File: src/rtl/step_counter.sv
// step_counter: up/down counter with programmable step, inclusive upper limit,
//   wrap or saturate at the bounds, synchronous load, terminal-count pulse and
//   sticky overflow flag.
// Latency: one cycle from sampled inputs to out/tc/ovf; no input-to-output comb path.
// Backpressure: none; single-clock leaf driven by level enables from its parent.
//
// Ports:
//   clk        rising-edge clock for all state
//   rst        asynchronous active-low reset (out=RESET_VAL, tc=0, ovf=0)
//   en         step once per cycle while high
//   load       synchronous load of load_val, overrides en
//   load_val   value written on load (no range check against limit)
//   dir        1 = count up, 0 = count down
//   step       step magnitude, zero-extended to WIDTH
//   limit      inclusive unsigned upper bound, sampled every cycle
//   sat_mode   1 = saturate at the bounds, 0 = wrap to the opposite bound
//   clr_flags  synchronous clear of ovf (a same-cycle boundary event wins)
//   out        registered count
//   tc         registered one-cycle pulse following a boundary event
//   ovf        sticky flag, set by any boundary event

module step_counter #(
   parameter int unsigned WIDTH     = 32,
   parameter int unsigned STEP_W    = 8,
   parameter logic [WIDTH-1:0] RESET_VAL = '0
) (
   input  logic              clk,
   input  logic              rst,
   input  logic              en,
   input  logic              load,
   input  logic [WIDTH-1:0]  load_val,
   input  logic              dir,
   input  logic [STEP_W-1:0] step,
   input  logic [WIDTH-1:0]  limit,
   input  logic              sat_mode,
   input  logic              clr_flags,
   output logic [WIDTH-1:0]  out,
   output logic              tc,
   output logic              ovf
);

   // ------------------------------------------------------------------
   // State
   // ------------------------------------------------------------------
   logic [WIDTH-1:0] count_q;
   logic             tc_q;
   logic             ovf_q;

   logic [WIDTH-1:0] count_nxt;
   logic             tc_nxt;
   logic             ovf_nxt;

   // ------------------------------------------------------------------
   // Step arithmetic
   // ------------------------------------------------------------------
   logic [WIDTH-1:0] step_ext;
   logic             step_nz;
   logic [WIDTH:0]   up_sum;
   logic [WIDTH-1:0] dn_diff;
   logic             up_evt;
   logic             dn_evt;
   logic             evt;

   // Size cast zero-extends the unsigned step; also legal when STEP_W == WIDTH.
   assign step_ext = WIDTH'(step);
   assign step_nz  = |step;

   // The extra sum bit keeps the carry, so a wrap past 2^WIDTH and a count
   // already above limit (after a load) both show up as sum > limit.
   assign up_sum  = {1'b0, count_q} + {1'b0, step_ext};
   assign dn_diff = count_q - step_ext;

   // A zero step never passes a bound, even when count sits above limit.
   assign up_evt = step_nz && (up_sum > {1'b0, limit});
   assign dn_evt = count_q < step_ext;

   assign evt = en && !load && (dir ? up_evt : dn_evt);

   // ------------------------------------------------------------------
   // Next-state logic: load > en > hold
   // ------------------------------------------------------------------
   always_comb begin
      count_nxt = count_q;
      tc_nxt    = 1'b0;

      if (load) begin
         count_nxt = load_val;
      end else if (en) begin
         if (dir) begin
            if (up_evt) begin
               count_nxt = sat_mode ? limit : '0;
               tc_nxt    = 1'b1;
            end else begin
               count_nxt = up_sum[WIDTH-1:0];
            end
         end else begin
            if (dn_evt) begin
               count_nxt = sat_mode ? '0 : limit;
               tc_nxt    = 1'b1;
            end else begin
               count_nxt = dn_diff;
            end
         end
      end
   end

   // Event has priority over the clear so a same-cycle event is never lost.
   always_comb begin
      ovf_nxt = ovf_q;
      if (evt) begin
         ovf_nxt = 1'b1;
      end else if (clr_flags) begin
         ovf_nxt = 1'b0;
      end
   end

   // ------------------------------------------------------------------
   // Registers
   // ------------------------------------------------------------------
   always_ff @(posedge clk or negedge rst) begin
      if (!rst) begin
         count_q <= RESET_VAL;
         tc_q    <= 1'b0;
         ovf_q   <= 1'b0;
      end else begin
         count_q <= count_nxt;
         tc_q    <= tc_nxt;
         ovf_q   <= ovf_nxt;
      end
   end

   assign out = count_q;
   assign tc  = tc_q;
   assign ovf = ovf_q;

endmodule

File: config.mk
export PLATFORM = sky130hd
export DESIGN_NAME = step_counter
export DESIGN_NICKNAME = d
export VERILOG_FILES = /design/src/rtl/step_counter.sv
export SDC_FILE = /design/constraint.sdc
export NUM_CORES = 1
export LEC_CHECK = 0
export CORE_UTILIZATION = 40
export CTS_CLUSTER_SIZE = 24
export DETAILED_ROUTE_END_ITERATION = 16
export PLACE_DENSITY = 0.65
export SKIP_CTS_REPAIR_TIMING = 1
export SLEW_MARGIN = 30
export SYNTH_ARGS = -nofsm -noshare
export SYNTH_HDL_FRONTEND = slang
export SYNTH_SLANG_ARGS = --single-unit
File: constraint.sdc
create_clock -name clk -period 4.8 [get_ports clk]
set_input_delay 0.96 -clock clk [delete_from_list [all_inputs] [get_ports clk]]
set_output_delay 0.96 -clock clk [all_outputs]
set_load 0.005 [all_outputs]
==> run_results.csv <==
group,metric,value,unit
layout,mostFrequentLayoutCells,"clkdlybuf4s50_1 (102), buf_4 (94), nand2_1 (65), nor2_1 (63), inv_1 (51)",
worst_setup_path,crit_slowest_cell,"or4_4",
worst_setup_path,crit_buf_inv,6,
global_route,grt_first_pass_wirelength,32.50,mm
power_and_ir_drop,power.static_leakage,3.152,nW
job,max_cap_viol_count,0,
global_route,grtUsageTotal,32.23,%
clock_tree,clock_latency,0.30,ns
logic_synthesis,synth_area_leaders,"dfrtp_1 (16%), ha_1 (11%), xnor2_1 (5.3%)",
global_route,grt_pass1_vias,5866,
clock_tree,clkTransAtPathRegs,0.06,ns
detailed_routing,drt_iter0_drc,665,
floorplan,fp.dieH,116.7,um
sta,setup_violations,0,
logic_synthesis,yosysTopAreaCell,"dfrtp_1",
global_route,gr-total-overflow,0,
placement,gp_congestion,0.9599,
power_and_ir_drop,power.density,279.4,mW/mm2
worst_setup_path,critPathLaunchType,"primary input",
floorplan,io_pins,113,
logic_synthesis,synth_warnings,0,
floorplan,start_util,41.35,%
layout,drive_above_1_share,19.75,%
layout,diodes,0,
floorplan,core,0.01272,mm2
layout,syn_to_final_growth,41.98,%
worst_setup_path,cp_top_family,"simple AND/OR/NAND/NOR gates",
detailed_routing,dr.pass1.iters,5,
run_status,status,"finished clean",
sta,fmax,0.2144,GHz
sta,maxSlewHeadroom,37.74,%
sta,timing.hold.ws,0.5354,ns
worst_setup_path,crit_chain,"dlymetal6s2s_1 -> inv_1 -> ha_1 -> nand2b_4 -> a221oi_4 -> o21bai_2 -> buf_4 -> a21oi_2 -> buf_4 -> nand4_1 -> xnor2_2 -> ha_1 -> nand2_2 -> nor4_2 -> nand2_1 -> a31oi_1 -> nor4_2 -> buf_4 -> or2_4 -> buf_6 -> or4_4 -> a32oi_2",
worst_setup_path,cp_common_cell,"buf_4",
placement,place_area,0.006969,mm2
sta,period_share,97.19,%
logic_synthesis,async_reset_ff_share,100.0,%
logic_synthesis,ys_ff_latch,34,
logic_synthesis,synth_edf_count,0,
sta,tightestPinTransition,0.9254,ns
clock_tree,clock_sinks,34,
worst_setup_path,cp-end-kind,"flop",
sta,min_period,4.665,ns
clock_tree,clk_path_buf_depth,2,
detailed_routing,post_drt_wl_per_cell,20.99,um
min_path,holdCritPathClass,"flop to flop",
clock_tree,htree_levels,2,
sta,drv_slew,0,
worst_setup_path,path_max_fanout,7,
power_and_ir_drop,ir_drop,0.0001488,V
layout,nets,1011,
worst_setup_path,max_stage_delay,0.48,ns
logic_synthesis,synth_top_area_share,16.18,%
floorplan,chipWidth,116.7,um
global_route,antenna_found_initial,0,
sta,timing.final.hold_violations,0,
layout,final_common_cell,"clkdlybuf4s50_1",
detailed_routing,drc,0,
placement,numPortBuffers,112,
detailed_routing,postRouteAntennaNets,0,
worst_setup_path,required,5.01,ns
logic_synthesis,ys_types,76,
floorplan,fp-row-count,41,
global_route,grt_start_max_net_pins,71,
clock_tree,clock-root-buffer,"clkbuf_16",
clock_tree,cts_buffers,5,
clock_tree,cts_tree,"done",
worst_setup_path,critPathKind,"primary input to flop",
worst_setup_path,crit_arrival,4.88,ns
detailed_routing,routed_wl,22.10,mm
logic_synthesis,syn_area_per_cell,7.255,um2
logic_synthesis,synth_fp_nets,854,
layout,utilization,58.70,%
layout,stdcell_area,0.007468,mm2
logic_synthesis,syn-instance-count,725,
logic_synthesis,synthFlopType,"dfrtp_1",
detailed_routing,viasPerCell,6.039,
power_and_ir_drop,total_power,2.087,mW
placement,hpwl,16.06,mm
logic_synthesis,seq_area_frac_synth,16.18,%
floorplan,die-area,0.01361,mm2
sta,clock-skew-final,0.009251,ns
logic_synthesis,synthesis.area,0.005260,mm2
detailed_routing,vias,6359,
[flip-flops by register name, indices dropped and copies added, names as in the netlist]
| name | cells |
|---|---|
| out | 32 |
| ovf | 1 |
| tc | 1 |
[cell type report]
| cell class | count | area [um2] |
|---|---|---|
| Timing Repair Buffer | 210 | 1889 |
| Fill cell | 1215 | 5254 |
| Multi-Input combinational cell | 576 | 4168 |
| Tap cell | 172 | 215.2 |
| Sequential cell | 34 | 850.8 |
| Clock buffer | 6 | 138.9 |
| Inverter | 55 | 206.4 |
[power breakdown]
| part | switching, mW | internal, mW | total [mW] |
|---|---|---|---|
| registers | 0.0980 | 0.327 | 0.425 |
| logic | 0.673 | 0.644 | 1.32 |
| clock network | 0.143 | 0.201 | 0.344 |
[cell families (layout without fill, tap and decap cells)]
kind of cell             after synthesis  after routing  share of synthesized area [%]
AND/OR/NAND/NOR                      269            269                          26.19
XOR/XNOR                              50             50                          8.325
AO/OA/AOI/OAI                        206            206                          27.28
multiplexers                           1              1                         0.1903
flip-flops                            34             34                          16.18
buffers and inverters                115            271                          9.657
adder cells (fa/ha/maj)               50             50                          12.18
[tightest hold or removal path, cell delays in order (launching register included)]
cell     delay, ns
dfrtp_1       0.37
inv_1         0.05
o22ai_1       0.07
[per-stage QoR]
step	cells	setup TNS, ns	setup slack, ns
finish	1053	0	0.1350
global route	1053	-0.03085	-0.03085
global placement	1039	-13.30	-0.5206
floorplan	725	0	0.2465
detailed placement	1039	-17.43	-0.6763
CTS	1045	-7.991	-0.3839
[worst paths after layout]
path | from | endpoint | slack [ns] | cells after the start
max | step[1] | out[31] | 0.13 | 22
min | ovf | ovf | 0.54 | 2
max reg2reg | out[1] | out[31] | 0.41 | 20
min reg2reg | ovf | ovf | 0.54 | 2
max in group asynchronous | rst | out[14] | 3.77 | 1
min in group asynchronous | rst | out[20] | 0.63 | 1
[layer usage]
| metal | vias up | track usage [%] | share of wire (%) |
|---|---|---|---|
| li1 | 2954 | - | - |
| met1 | 3060 | 42.53 | 44 |
| met2 | 302 | 51.56 | 45 |
| met3 | 43 | 7.473 | 8.5 |
| met4 | 0 | 10.97 | 2.7 |
| met5 | - | 0 | 0 |
[Yosys cell counts, drive strengths merged, types with 3 or more instances]
| cell | count |
|---|---|
| nor3b | 3 |
| o22ai | 3 |
| or4 | 4 |
| or3 | 7 |
| nand2b | 9 |
| a31oi | 13 |
| buf | 28 |
| nand2 | 68 |
| and3 | 3 |
| a21oi | 54 |
| a21o | 5 |
| o31ai | 10 |
| o21ai | 48 |
| o221ai | 5 |
| nor2b | 4 |
| xnor2 | 32 |
| nor4 | 28 |
| inv | 55 |
| nor2 | 66 |
| xor2 | 18 |
| a211oi | 9 |
| ha | 48 |
| o31a | 3 |
| nor3 | 23 |
| o311a | 4 |
| dfrtp | 34 |
| nand4 | 16 |
| a221o | 8 |
| clkbuf | 32 |
| o211ai | 5 |
| o311ai | 4 |
| o21a | 3 |
| nand3 | 32 |
| a221oi | 14 |
No activity file was read; power rests on OpenSTA's default activity.
